==> src/rtl/ising_anneal_sequencer_if.sv <==
// Host register bus between the OCL slave logic and the anneal sequencer.
// Single-cycle write strobe and a registered read with one-cycle latency.
interface ising_anneal_sequencer_if;
    logic        wr_en;
    logic [7:0]  wr_addr;
    logic [31:0] wr_data;
    logic        rd_req;
    logic [7:0]  rd_addr;
    logic        rd_valid;
    logic [31:0] rd_data;

    modport master (
        output wr_en, wr_addr, wr_data, rd_req, rd_addr,
        input  rd_valid, rd_data
    );

    modport slave (
        input  wr_en, wr_addr, wr_data, rd_req, rd_addr,
        output rd_valid, rd_data
    );
endinterface

==> src/rtl/ising_anneal_sequencer.sv <==
// Trial scheduler for the coupled-oscillator Ising array: clear, run, sample and
// capture per trial, accumulating a saturating per-spin "+1" histogram.
module ising_anneal_sequencer #(
    parameter int N            = 6,
    parameter int CNT_W        = 16,
    parameter int CLEAR_CYCLES = 4,
    parameter int SAMPLE_LAT   = 2
) (
    input  logic                        clk_main_a0,
    input  logic                        rst_main_n,
    ising_anneal_sequencer_if.slave     ocl,
    output logic                        core_clear,
    output logic                        core_run,
    output logic                        core_sample,
    input  logic [N-1:0]                core_spins,
    output logic                        busy,
    output logic                        done_irq
);

    typedef enum logic [2:0] {
        S_IDLE, S_CLEAR, S_RUN, S_SAMPLE, S_WAIT, S_CAPTURE
    } state_e;

    state_e             state_q, state_d;
    logic [31:0]        cnt_q, cnt_d;
    logic [31:0]        run_cycles_q, run_cycles_d;
    logic [CNT_W-1:0]   num_trials_q, num_trials_d;
    logic [CNT_W-1:0]   trials_done_q, trials_done_d;
    logic               done_q, done_d;
    logic               done_irq_q, done_irq_d;
    logic [N-1:0]       last_spins_q, last_spins_d;
    logic [CNT_W-1:0]   spin_count_q [N];
    logic [CNT_W-1:0]   spin_count_d [N];
    logic               core_clear_q, core_clear_d;
    logic               core_run_q, core_run_d;
    logic               core_sample_q, core_sample_d;
    logic               busy_q, busy_d;
    logic               rd_valid_q, rd_valid_d;
    logic [31:0]        rd_data_q, rd_data_d;

    logic wr_ctrl, start, abort, run_last;

    always_comb begin
        state_d       = state_q;
        cnt_d         = cnt_q;
        run_cycles_d  = run_cycles_q;
        num_trials_d  = num_trials_q;
        trials_done_d = trials_done_q;
        done_d        = done_q;
        done_irq_d    = 1'b0;
        last_spins_d  = last_spins_q;
        spin_count_d  = spin_count_q;

        wr_ctrl  = ocl.wr_en && (ocl.wr_addr == 8'h00);
        start    = wr_ctrl && ocl.wr_data[0];
        abort    = wr_ctrl && ocl.wr_data[1];
        // RUN_CYCLES of 0 still runs one cycle; compare against count-1 so 32'hFFFFFFFF never wraps.
        run_last = (run_cycles_q == '0) || (cnt_q == run_cycles_q - 32'd1);

        if (ocl.wr_en && !busy_q) begin
            if (ocl.wr_addr == 8'h04) run_cycles_d = ocl.wr_data;
            if (ocl.wr_addr == 8'h08) num_trials_d = ocl.wr_data[CNT_W-1:0];
        end

        unique case (state_q)
            S_IDLE: begin
                if (start && !abort) begin
                    if (num_trials_q != '0) begin
                        state_d       = S_CLEAR;
                        cnt_d         = '0;
                        trials_done_d = '0;
                        done_d        = 1'b0;
                        for (int unsigned i = 0; i < N; i++) spin_count_d[i] = '0;
                    end else begin
                        done_d     = 1'b1;
                        done_irq_d = 1'b1;
                    end
                end
            end
            S_CLEAR: begin
                if (cnt_q == 32'(CLEAR_CYCLES - 1)) begin
                    state_d = S_RUN;
                    cnt_d   = '0;
                end else cnt_d = cnt_q + 32'd1;
            end
            S_RUN: begin
                if (run_last) begin
                    state_d = S_SAMPLE;
                    cnt_d   = '0;
                end else cnt_d = cnt_q + 32'd1;
            end
            S_SAMPLE: begin
                state_d = S_WAIT;
                cnt_d   = '0;
            end
            S_WAIT: begin
                if (cnt_q == 32'(SAMPLE_LAT - 1)) state_d = S_CAPTURE;
                else cnt_d = cnt_q + 32'd1;
            end
            S_CAPTURE: begin
                last_spins_d  = core_spins;
                trials_done_d = trials_done_q + CNT_W'(1);
                for (int unsigned i = 0; i < N; i++)
                    if (core_spins[i] && spin_count_q[i] != '1)
                        spin_count_d[i] = spin_count_q[i] + CNT_W'(1);
                if (trials_done_q + CNT_W'(1) == num_trials_q) begin
                    state_d    = S_IDLE;
                    done_d     = 1'b1;
                    done_irq_d = 1'b1;
                end else begin
                    state_d = S_CLEAR;
                    cnt_d   = '0;
                end
            end
            default: state_d = S_IDLE;
        endcase

        if (abort) begin
            state_d    = S_IDLE;
            done_d     = done_q;
            done_irq_d = 1'b0;
        end

        core_clear_d  = (state_d == S_IDLE) || (state_d == S_CLEAR);
        core_run_d    = (state_d == S_RUN) || (state_d == S_SAMPLE) || (state_d == S_WAIT);
        core_sample_d = (state_d == S_SAMPLE);
        busy_d        = (state_d != S_IDLE);

        rd_valid_d = ocl.rd_req;
        rd_data_d  = '0;
        if (ocl.rd_req) begin
            case (ocl.rd_addr)
                8'h04:   rd_data_d = run_cycles_q;
                8'h08:   rd_data_d = 32'(num_trials_q);
                8'h0C:   rd_data_d = (32'(trials_done_q) << 16) | {30'd0, done_q, busy_q};
                8'h10:   rd_data_d = 32'(last_spins_q);
                default: begin
                    for (int unsigned i = 0; i < N; i++)
                        if (ocl.rd_addr == 8'(8'h40 + 4 * i)) rd_data_d = 32'(spin_count_q[i]);
                end
            endcase
        end
    end

    always_ff @(posedge clk_main_a0 or negedge rst_main_n) begin
        if (!rst_main_n) begin
            state_q       <= S_IDLE;
            cnt_q         <= '0;
            run_cycles_q  <= '0;
            num_trials_q  <= '0;
            trials_done_q <= '0;
            done_q        <= 1'b0;
            done_irq_q    <= 1'b0;
            last_spins_q  <= '0;
            for (int unsigned i = 0; i < N; i++) spin_count_q[i] <= '0;
            core_clear_q  <= 1'b1;
            core_run_q    <= 1'b0;
            core_sample_q <= 1'b0;
            busy_q        <= 1'b0;
            rd_valid_q    <= 1'b0;
            rd_data_q     <= '0;
        end else begin
            state_q       <= state_d;
            cnt_q         <= cnt_d;
            run_cycles_q  <= run_cycles_d;
            num_trials_q  <= num_trials_d;
            trials_done_q <= trials_done_d;
            done_q        <= done_d;
            done_irq_q    <= done_irq_d;
            last_spins_q  <= last_spins_d;
            spin_count_q  <= spin_count_d;
            core_clear_q  <= core_clear_d;
            core_run_q    <= core_run_d;
            core_sample_q <= core_sample_d;
            busy_q        <= busy_d;
            rd_valid_q    <= rd_valid_d;
            rd_data_q     <= rd_data_d;
        end
    end

    assign core_clear   = core_clear_q;
    assign core_run     = core_run_q;
    assign core_sample  = core_sample_q;
    assign busy         = busy_q;
    assign done_irq     = done_irq_q;
    assign ocl.rd_valid = rd_valid_q;
    assign ocl.rd_data  = rd_data_q;

endmodule
==> src/flat_wrapper.sv <==
// flat-port wrapper written by rule: the top's interface ports become plain ports
module ising_anneal_sequencer_flat 
#(
    parameter int N            = 6,
    parameter int CNT_W        = 16,
    parameter int CLEAR_CYCLES = 4,
    parameter int SAMPLE_LAT   = 2
)
  (clk_main_a0, rst_main_n, core_clear, core_run, core_sample, core_spins, busy, done_irq, ocl_wr_en, ocl_wr_addr, ocl_wr_data, ocl_rd_req, ocl_rd_addr, ocl_rd_valid, ocl_rd_data);
  ising_anneal_sequencer_if ocl_i ();
  input  logic clk_main_a0;
  input  logic rst_main_n;
  output logic core_clear;
  output logic core_run;
  output logic core_sample;
  input  logic [N-1:0] core_spins;
  output logic busy;
  output logic done_irq;
  input wire logic [$bits(ocl_i.wr_en)-1:0] ocl_wr_en;
  input wire logic [$bits(ocl_i.wr_addr)-1:0] ocl_wr_addr;
  input wire logic [$bits(ocl_i.wr_data)-1:0] ocl_wr_data;
  input wire logic [$bits(ocl_i.rd_req)-1:0] ocl_rd_req;
  input wire logic [$bits(ocl_i.rd_addr)-1:0] ocl_rd_addr;
  output wire logic [$bits(ocl_i.rd_valid)-1:0] ocl_rd_valid;
  output wire logic [$bits(ocl_i.rd_data)-1:0] ocl_rd_data;
  assign ocl_i.wr_en = ocl_wr_en;
  assign ocl_i.wr_addr = ocl_wr_addr;
  assign ocl_i.wr_data = ocl_wr_data;
  assign ocl_i.rd_req = ocl_rd_req;
  assign ocl_i.rd_addr = ocl_rd_addr;
  assign ocl_rd_valid = ocl_i.rd_valid;
  assign ocl_rd_data = ocl_i.rd_data;
  ising_anneal_sequencer #(.N(N), .CNT_W(CNT_W), .CLEAR_CYCLES(CLEAR_CYCLES), .SAMPLE_LAT(SAMPLE_LAT)) u_core (.clk_main_a0(clk_main_a0), .rst_main_n(rst_main_n), .ocl(ocl_i), .core_clear(core_clear), .core_run(core_run), .core_sample(core_sample), .core_spins(core_spins), .busy(busy), .done_irq(done_irq));
endmodule
==> config.mk <==
export PLATFORM = sky130hd
export DESIGN_NAME = ising_anneal_sequencer_flat
export DESIGN_NICKNAME = d
export VERILOG_FILES = /design/src/rtl/ising_anneal_sequencer_if.sv /design/src/rtl/ising_anneal_sequencer.sv /design/src/flat_wrapper.sv
export SDC_FILE = /design/constraint.sdc
export NUM_CORES = 1
export LEC_CHECK = 0
export BUFFER_PORTS_ARGS = -buffer_cell sky130_fd_sc_hd__buf_2
export CAP_MARGIN = 20
export CORE_ASPECT_RATIO = 0.5
export CORE_MARGIN = 1.5
export CORE_UTILIZATION = 35
export CTS_CLUSTER_DIAMETER = 30
export DETAILED_ROUTE_END_ITERATION = 6
export PLACE_DENSITY = 0.51
export RECOVER_POWER = 50
export SETUP_SLACK_MARGIN = 0.4
export SYNTH_ARGS = -nofsm -noshare
export SYNTH_HDL_FRONTEND = slang
export SYNTH_SLANG_ARGS = --single-unit
==> constraint.sdc <==
create_clock -name clk_main_a0 -period 7.25 [get_ports clk_main_a0]
set_input_delay 0.725 -clock clk_main_a0 [delete_from_list [all_inputs] [get_ports clk_main_a0]]
set_output_delay 0.725 -clock clk_main_a0 [all_outputs]
set_load 0.02 [all_outputs]
==> results.yml, run 1 <==
status:
  outcome: "finished with violations"
  failed_checks: "max-capacitance violations, max-slew violations"
floorplan:
  io_pins: 96
  row_count: 51
  die_x_um: 283
  start_util_pct: 35.4
  dieHeight_um: 143
  core_um2: 38800
  die_area_um2: 40500
synth:
  async_reset_ff_share_pct: 100
  yosysSeqAreaShare_pct: 43.7
  synth_ff_type: "dfrtp_1"
  synthTopCellsByArea: "dfrtp_1, xor2_1, nor2_1"
  syn-num-nets: 1536
  synth_enable_flop_cells: 0
  yosys_register_bits: 240
  yosys-top-cells-count: "dfrtp_1, nor2_1, nand2_1"
  yosysTopAreaCell: "dfrtp_1"
  synth_most_common_cell: "dfrtp_1"
  synth.distinct_cells: 71
  synthCells: 1467
  synth_top_area_share_pct: 43.6
  yosysWarnings: 0
  syn_area_um2: 13700
  avgSynthCellArea_um2: 9.36
setup_path:
  start_kind: "primary input"
  end_kind: "asynchronous set/reset pin"
  slowest_delay_ns: 2.74
  cp_max_fo: 96
  rr_worst_depth: 9
  crit_top_cell: "clkbuf_1"
  path_cells: "buf_8, clkbuf_1, clkbuf_1"
  arrival_ns: 4.61
  worstPathRequired_ns: 7.00
  cpMaxStageDelayCell: "clkbuf_1"
  critPathKind: "in -> async"
clock_tree:
  cts_setup_buffers: 0
  cts_resized: 0
  cts_sinks: 240
  h-tree-depth: 2
  tritoncts: "yes"
  clk_latency_ns: 0.55
  ctsRootBufferMaster: "clkbuf_16"
  numCtsBuffers: 44
  ctsHoldBuffers: 0
  path_clk_slew_ns: 0.05
  clk_path_buf_depth: 3
sta:
  final-setup-viol-count: 0
  fin_ws_ns: 2.40
  finalHoldViolations: 0
  drv_slew: 139
  period_needed_ns: 4.85
  rsz0062_at_grt: "no"
  worst_slew_pin_slew_ns: 3.86
  slew_headroom_pct: -157
  clock.fmax_mhz: 206
  fin_crit_sh_pct: 67.0
  skew_ns: 0.0161
  setup_tns_ns: 0
drt:
  avgRoutedWirePerCell_um: 21.8
  drt_pass1_iterations: 5
  finalWirelength_mm: 45.8
  ant_nets: 0
  drc: 0
  detailroute.via_count: 12000
  initialDrtViolationCount: 1142
  vias_per_cell: 5.72
flow_run:
  maxCapViolCount: 2
global_route:
  grt_pass1_wl_mm: 69.8
  grt_use_met2_pct: 35.2
  grt_util_met1_pct: 30.5
  grt_max_degree: 97
  grt.busiest_layer: "met2"
  grtUsageMet3_pct: 4.42
  grt_pass1_vias: 11600
  grt_overflow: 0
  grt_usage_pct: 22.4
  antenna_found_initial: 1
final_layout:
  area_growth_pct: 17.6
  multiInputGateArea_um2: 7250
  nFillCells: 3872
  diodes: 0
  finalNetCount: 1607
  area.sequential_um2: 6010
  drive_above_1_share_pct: 14.2
place:
  dp_hpwl_mm: 32.5
  io_buffers: 95
  gp_congestion: 0.897
  dp_slack_ns: 3.01
power_and_ir_drop:
  p_per_area_nw_per_um2: 236
  p_leak_nw: 6.92
  ir_drop_mv: 0.148
worst_hold_path:
  hp-class: "in -> async"
-- power breakdown --
| part | leakage (nW) | internal, W | total [W] | switching (W) |
|---|---|---|---|---|
| clock | 0.753 | 0.00144 | 0.00221 | 0.000768 |
| combinational | 3.00 | 0.0000745 | 0.000202 | 0.000128 |
| sequential | 3.17 | 0.00136 | 0.00141 | 0.0000476 |
| total | 6.92 | 0.00287 | 0.00382 | 0.000944 |
-- path summary, 6_finish.rpt --
check | slack, ns | start | to
max | 2.40 | rst_main_n | u_core.spin_count_q[79]$_DFFE_PN0P_
min | 0.22 | rst_main_n | u_core.cnt_q[8]$_DFFE_PN0P_
max reg2reg | 2.92 | u_core.run_cycles_q[8]$_DFFE_PN0P_ | u_core.cnt_q[15]$_DFFE_PN0P_
min reg2reg | 0.48 | u_core.last_spins_q[5]$_DFFE_PN0P_ | u_core.last_spins_q[5]$_DFFE_PN0P_
max in group clk_main_a0 | 2.92 | u_core.run_cycles_q[8]$_DFFE_PN0P_ | u_core.cnt_q[15]$_DFFE_PN0P_
min in group clk_main_a0 | 0.30 | ocl_rd_req | u_core.ocl.rd_valid$_DFF_PN0_
-- critical path: cells and delay by family --
family	cells	cell delay (ns)
buffers and inverters	3	3.74
-- stage by stage --
stage          instances  power, W  util (%)  cell area (µm²)  hold slack (ns)
2_1_floorplan       1467   0.00153         -            13700            0.429
3_3_place_gp        2018   0.00163      37.6            14600            0.459
3_5_place_dp        2021   0.00163      37.7            14600            0.463
4_1_cts             2100   0.00385      41.7            16200            0.246
5_1_grt             2101   0.00394      41.6            16100            0.284
6_report            2101   0.00382      41.6            16100            0.218
-- flip-flops by register name, summed over array words and instances, names as in the netlist --
| register | flops |
|---|---|
| u_core.core_clear | 1 |
| u_core.num_trials_q | 16 |
| u_core.done_q | 1 |
| u_core.trials_done_q | 16 |
| u_core.state_q | 3 |
| u_core.last_spins_q | 6 |
| u_core.core_sample | 1 |
| u_core.ocl.rd_valid | 1 |
| u_core.spin_count_q | 96 |
| u_core.busy | 1 |
| u_core.ocl.rd_data | 32 |
| u_core.run_cycles_q | 32 |
| u_core.cnt_q | 32 |
| u_core.done_irq | 1 |
| u_core.core_run | 1 |
-- cell type report --
cell class                 instances  share of cell area [%]
multi-input combinational       1115                    44.9
sequential                       240                    37.2
clock buffer                      53                    7.41
tap                              530                    4.11
timing repair buffer             112                    3.50
clock inverter                    26                    2.27
inverter                          25                   0.581
-- per-layer routing --
metal | vias to the layer above | wire (µm) | part of all wire (%)
li1 | 5521 | - | -
met1 | 6021 | 20800 | 46
met2 | 378 | 20600 | 45
met3 | 104 | 2750 | 6.0
met4 | 0 | 1580 | 3.5
met5 | - | 0 | 0
-- layout by cell type, fill, tap and decap left out, types with 11 or more instances in the layout --
cell type,instances
dfrtp_1,239
nor2_1,175
nand2_1,136
xor2_1,81
nand3_1,70
xnor2_1,66
a22oi_1,62
buf_2,58
o21ai_0,49
mux2_2,45
clkbuf_16,45
clkbuf_1,43
nand4_1,42
a21oi_1,33
nor3_1,28
a22o_1,28
and3_1,27
inv_1,25
and4_1,21
nor4_1,21
o211ai_1,18
and2_1,17
a31oi_1,17
or3_1,14
a221oi_1,12
buf_4,12
a41oi_1,11
ha_1,11
-- logic make-up after synthesis --
kind of cell	synth area share [%]
muxes	3.98
buffers and inverters	3.60
and+or+nand+nor	22.9
AOI/OAI and AO/OA	15.4
xor gates and xnor gates	9.38
DFF	43.7
adders and majority gates	1.00
No activity file was read; power rests on OpenSTA's default activity.
==> run 2: changes to the inputs <==
--- a/config.mk
+++ b/config.mk
@@ -12,7 +12,7 @@
 export CORE_UTILIZATION = 35
 export CTS_CLUSTER_DIAMETER = 30
 export DETAILED_ROUTE_END_ITERATION = 6
-export PLACE_DENSITY = 0.51
+export PLACE_DENSITY = 0.53
 export RECOVER_POWER = 50
 export SETUP_SLACK_MARGIN = 0.4
 export SYNTH_ARGS = -nofsm -noshare
==> constraint.sdc (replaced) <==
create_clock -name clk_main_a0 -period 4.3 [get_ports clk_main_a0]
set_input_delay 0.43 -clock clk_main_a0 [delete_from_list [all_inputs] [get_ports clk_main_a0]]
set_output_delay 0.43 -clock clk_main_a0 [all_outputs]
set_load 0.02 [all_outputs]
==> results.yml, run 2 (same netlist as run 1, synthesis figures left out) <==
drt:
  detailroute.via_count: 12200
  initialDrtViolationCount: 1064
  vias_per_cell: 5.73
  avgRoutedWirePerCell_um: 21.4
  drt_pass1_iterations: 7
  drc: 2
  finalWirelength_mm: 45.3
  ant_nets: 0
power_and_ir_drop:
  clkPwrFrac_pct: 57.2
  power.total_w: 0.00637
  comb_power_share_pct: 5.5
  intPower_w: 0.00475
  p_leak_nw: 6.99
  p_per_area_nw_per_um2: 392
  p_sw_w: 0.00162
  switching_share_pct: 25.5
  ir_drop_mv: 0.275
  seqPwrFrac_pct: 37.3
sta:
  drv_slew: 93
  worst_slew_pin_slew_ns: 2.51
  rsz0062_at_grt: "no"
  slew_headroom_pct: -67.4
  setup_tns_ns: 0
  final-setup-viol-count: 0
  finalHoldViolations: 0
  fin_crit_sh_pct: 86.3
  skew_ns: 0.0270
  fin_ws_ns: 0.591
  clock.fmax_mhz: 270
  period_needed_ns: 3.71
final_layout:
  nFillCells: 3826
  finalNetCount: 1622
  final_cells: 2121
  mostFrequentLayoutCells: "dfrtp_1, nor2_1, nand2_1"
  largest_reg_flops: 96
  final_util_pct: 41.9
  diodes: 0
  layout_commonest_cell: "dfrtp_1"
  area_growth_pct: 18.4
  regMostFlops: "u_core.spin_count_q"
  drive_above_1_share_pct: 15.3
clock_tree:
  clk_path_buf_depth: 3
  cts_sinks: 240
  ctsRootBufferMaster: "clkbuf_16"
  h-tree-depth: 2
  numCtsBuffers: 46
  tritoncts: "yes"
  path_clk_slew_ns: 0.05
  clk_latency_ns: 0.56
global_route:
  grt_pass1_wl_mm: 69.8
  antenna_found_initial: 1
  grt_max_degree: 93
  grt_pass1_vias: 11800
  grt_usage_pct: 22.2
  grt_overflow: 0
setup_path:
  cp_max_fo: 16
  rr_worst_depth: 9
  end_kind: "register"
  worstPathRequired_ns: 4.72
  start_kind: "register"
  r2r-end: "u_core.cnt_q[15]$_DFFE_PN0P_"
  rr_startpoint: "u_core.run_cycles_q[13]$_DFFE_PN0P_"
  arrival_ns: 4.13
  regToRegSetupSlack_ns: 0.59
  critPathKind: "reg -> reg"
place:
  dp_cells: 2031
  gp_congestion: 0.909
  io_buffers: 95
  dp_hpwl_mm: 33.0
  dp_slack_ns: 0.334
floorplan:
  dieHeight_um: 143
  die_x_um: 283
  io_pins: 96
  core_um2: 38800
  row_count: 51
  die_area_um2: 40500
  start_util_pct: 35.4
worst_hold_path:
  worst_hold_path.endpoint: "u_core.run_cycles_q[22]$_DFFE_PN0P_"
  hp-class: "in -> reg"
  holdPathStages: 2
  hp-start: "ocl_wr_data[22]"
status:
  failed_checks: "design-rule violations, max-capacitance violations, max-slew violations"
  outcome: "finished with violations"
flow_run:
  maxCapViolCount: 1
[run 2: cell count changes in the layout (fill, tap and decap cells not counted), moves of 2 or more]
cell	delta
buf_6	-2
buf_4	+13
clkbuf_2	+2
clkinv_2	+3
bufinv_16	-3
buf_2	-3
dlygate4sd3_1	+2
clkinvlp_4	+2
[run 2: final cells by class]
class	instances	area (µm²)	share of cell area, %
clock buffer	56	1240	7.62
clock inverter	30	332	2.04
inverter	25	93.8	0.577
multi-input combinational	1115	7260	44.7
sequential	240	6010	37.0
tap	530	663	4.08
timing repair buffer	125	662	4.07
[run 2: metrics by stage]
step	hold WS (ns)	cell area, µm²
final	0.113	16300
after global routing	0.0940	16300
after CTS	0.0948	16300
after detailed placement	0.468	14700
after global placement	0.458	14700
after floorplan	0.134	13700
[run 2: how the worst max path moves through the flow]
stage | startpoint | to | slack, ns | cells past startpoint
floorplan | u_core.run_cycles_q[2]$_DFFE_PN0P_ | u_core.cnt_q[8]$_DFFE_PN0P_ | 1.15 | 12
global placement | u_core.run_cycles_q[8]$_DFFE_PN0P_ | u_core.cnt_q[7]$_DFFE_PN0P_ | 0.51 | 9
detailed placement | u_core.run_cycles_q[8]$_DFFE_PN0P_ | u_core.cnt_q[15]$_DFFE_PN0P_ | 0.33 | 9
CTS | u_core.run_cycles_q[8]$_DFFE_PN0P_ | u_core.cnt_q[15]$_DFFE_PN0P_ | 0.48 | 9
global route | rst_main_n | u_core.ocl.rd_data[2]$_DFF_PN0_ | 0.28 | 3
finish | u_core.run_cycles_q[13]$_DFFE_PN0P_ | u_core.cnt_q[15]$_DFFE_PN0P_ | 0.59 | 9
[run 2: metal layers]
layer | share of wire (%) | global-route usage [%] | up-vias
li1 | - | - | 5531
met1 | 44 | 30.0 | 6103
met2 | 45 | 35.6 | 434
met3 | 7.5 | 4.97 | 91
met4 | 2.7 | 6.87 | 0
met5 | 0 | 0 | -
[run 2: repair_timing]
item                                    in CTS  in global routing
setup buffers                                0                  0
pin swaps                                    0                  0
endpoints found under the setup margin      16                 32
endpoints found under the hold margin       89                  0
resized for setup                            1                  3
hold buffers                                 2                  0
cloned                                       0                  0
[run 2: power groups by stage]
stage          Clock (W)  Sequential (W)  Combinational (W)
2_1_floorplan          0         0.00237           0.000219
3_3_place_gp           0         0.00241           0.000342
3_5_place_dp           0         0.00241           0.000347
4_1_cts          0.00372         0.00237           0.000351
5_1_grt          0.00384         0.00238           0.000388
6_report         0.00365         0.00238           0.000351
[run 2: worst max-delay path: stages, from the launching register on]
cell      delay, ns
dfrtp_1        0.46
nor4_4         0.47
and4_2         0.44
nand4_1        0.15
xnor2_1        0.17
or4_1          0.51
nor4_1         0.50
and2_2         0.48
o211ai_1       0.16
a22o_1         0.23
==> run 3: changes to the inputs <==
--- a/config.mk
+++ b/config.mk
@@ -7,12 +7,14 @@
 export LEC_CHECK = 0
 export BUFFER_PORTS_ARGS = -buffer_cell sky130_fd_sc_hd__buf_2
 export CAP_MARGIN = 20
+export CELL_PAD_IN_SITES_DETAIL_PLACEMENT = 2
+export CELL_PAD_IN_SITES_GLOBAL_PLACEMENT = 2
 export CORE_ASPECT_RATIO = 0.5
 export CORE_MARGIN = 1.5
 export CORE_UTILIZATION = 35
 export CTS_CLUSTER_DIAMETER = 30
 export DETAILED_ROUTE_END_ITERATION = 6
-export PLACE_DENSITY = 0.53
+export PLACE_DENSITY = 0.76
 export RECOVER_POWER = 50
 export SETUP_SLACK_MARGIN = 0.4
 export SYNTH_ARGS = -nofsm -noshare
==> results.yml, run 3 (same netlist as run 1, synthesis figures left out) <==
setup_path:
  crit_end: "u_core.cnt_q[26]$_DFFE_PN0P_"
  cp_max_fo: 19
  path_cells: "ha_1, nand4_1, nor4_1, or3_1, a31oi_1, a21o_1, a41o_1, nand2_1, o211ai_1, a22o_1"
  rr_worst_depth: 10
  slowest_delay_ns: 0.63
  worst-path-buf-inv: 0
  end_kind: "register"
  regToRegSetupSlack_ns: 0.62
  path_delay_family: "simple AND/OR/NAND/NOR gates"
  r2r-end: "u_core.cnt_q[26]$_DFFE_PN0P_"
  worstPathRequired_ns: 4.74
  start_kind: "register"
  cpMaxStageDelayCell: "nor4_1"
  rr_startpoint: "u_core.trials_done_q[0]$_DFFE_PN0P_"
  arrival_ns: 4.12
  cp_num_cells: 10
  critPathKind: "reg -> reg"
  startpoint: "u_core.trials_done_q[0]$_DFFE_PN0P_"
floorplan:
  dieHeight_um: 143
  io_pins: 96
  row_count: 51
  core_um2: 38800
  die_area_um2: 40500
  start_util_pct: 35.4
  die_x_um: 283
place:
  io_buffers: 95
  dp_cells: 2034
  dp_slack_ns: 0.359
  dp_hpwl_mm: 39.1
  gp_congestion: 0.912
flow_run:
  maxCapViolCount: 2
final_layout:
  diodes: 0
  nFillCells: 4224
  drive_above_1_share_pct: 16.0
  finalNetCount: 1627
  mostFrequentLayoutCells: "dfrtp_1, nor2_1, nand2_1"
  regMostFlops: "u_core.spin_count_q"
  area_growth_pct: 19.5
  final_cells: 2128
  largest_reg_flops: 96
  layout_commonest_cell: "dfrtp_1"
global_route:
  grt_max_degree: 98
  grt_overflow: 0
  grt_pass1_wl_mm: 85.0
  grt_usage_pct: 27.4
  antenna_found_initial: 1
  grt_pass1_vias: 13500
sta:
  skew_ns: 0.0224
  fin_ws_ns: 0.617
  final-setup-viol-count: 0
  rsz0062_at_grt: "no"
  setup_tns_ns: 0
  worst_slew_pin_slew_ns: 2.67
  drv_slew: 132
  period_needed_ns: 3.68
  finalHoldViolations: 0
  clock.fmax_mhz: 272
  fin_crit_sh_pct: 85.6
  worst_hold_slack_ns: 0.110
  slew_headroom_pct: -78.3
status:
  outcome: "finished with violations"
  failed_checks: "max-capacitance violations, max-slew violations"
drt:
  vias_per_cell: 5.98
  met3WireLength_mm: 2.79
  finalWirelength_mm: 55.7
  drt-met1-wl_mm: 24.1
  drt_pass1_iterations: 5
  detailroute.via_count: 12700
  wl_met2_mm: 26.9
  drc: 0
  initialDrtViolationCount: 965
  avgRoutedWirePerCell_um: 26.2
  highest_layer: "met5"
  ant_nets: 0
clock_tree:
  cts_setup_buffers: 0
  ctsRootBufferMaster: "clkbuf_16"
  tritoncts: "yes"
  numCtsBuffers: 48
  h-tree-depth: 2
  path_clk_slew_ns: 0.06
  clk_path_buf_depth: 3
  clk_latency_ns: 0.57
  cts_sinks: 240
worst_hold_path:
  hp-class: "in -> reg"
power_and_ir_drop:
  p_per_area_nw_per_um2: 410
  p_leak_nw: 7.04
  ir_drop_mv: 0.274
  power.total_w: 0.00673
==> run 3: worst reg2reg max path: stages, from the launching register on <==
cell,delay (ns)
dfrtp_1,0.53
ha_1,0.36
nand4_1,0.27
nor4_1,0.63
or3_1,0.19
a31oi_1,0.08
a21o_1,0.18
a41o_1,0.28
nand2_1,0.59
o211ai_1,0.21
a22o_1,0.23
==> run 3: stage by stage <==
step	cell area (µm²)	util, %
floorplan	13700	-
global placement	14700	38.0
detailed placement	14700	38.0
CTS	16500	42.4
global route	16400	42.3
finish	16400	42.3
==> run 3: repair_timing <==
item	4_1_cts	5_1_grt
endpoints found under the setup margin	16	34
endpoints found under the hold margin	67	0
resized for setup	1	4
hold buffers	2	0
==> run 3: how the worst min path moves through the flow <==
stage / endpoint / from / cells past startpoint
after global placement: u_core.last_spins_q[5]$_DFFE_PN0P_ / u_core.last_spins_q[5]$_DFFE_PN0P_ / 2
after global routing: u_core.run_cycles_q[28]$_DFFE_PN0P_ / ocl_wr_data[28] / 2
final: u_core.run_cycles_q[28]$_DFFE_PN0P_ / ocl_wr_data[28] / 2
after detailed placement: u_core.last_spins_q[5]$_DFFE_PN0P_ / u_core.last_spins_q[5]$_DFFE_PN0P_ / 2
after floorplan: u_core.busy$_DFF_PN0_ / rst_main_n / 0
after CTS: u_core.last_spins_q[2]$_DFFE_PN0P_ / core_spins[2] / 3
==> run 3: power by group <==
group / switching, W / leakage (nW) / total (W) / internal [W]
registers: 0.0000848 / 3.17 / 0.00238 / 0.00229
clock network: 0.00148 / 0.800 / 0.00397 / 0.00249
logic: 0.000238 / 3.07 / 0.000376 / 0.000138
==> run 3: layer usage <==
| layer | up-vias | global-route usage (%) |
|---|---|---|
| met1 | 6730 | 34.9 |
| met5 | - | 0 |
| met3 | 128 | 4.74 |
| met2 | 332 | 46.9 |
| met4 | 2 | 9.85 |
| li1 | 5531 | - |
==> run 3: area by class of cell <==
type	instances	area (µm²)	area share [%]
clock inverter	37	434	2.65
inverter	25	93.8	0.572
multi-input combinational	1115	7260	44.3
clock buffer	53	1270	7.74
tap	530	663	4.04
sequential	240	6010	36.6
timing repair buffer	128	681	4.15
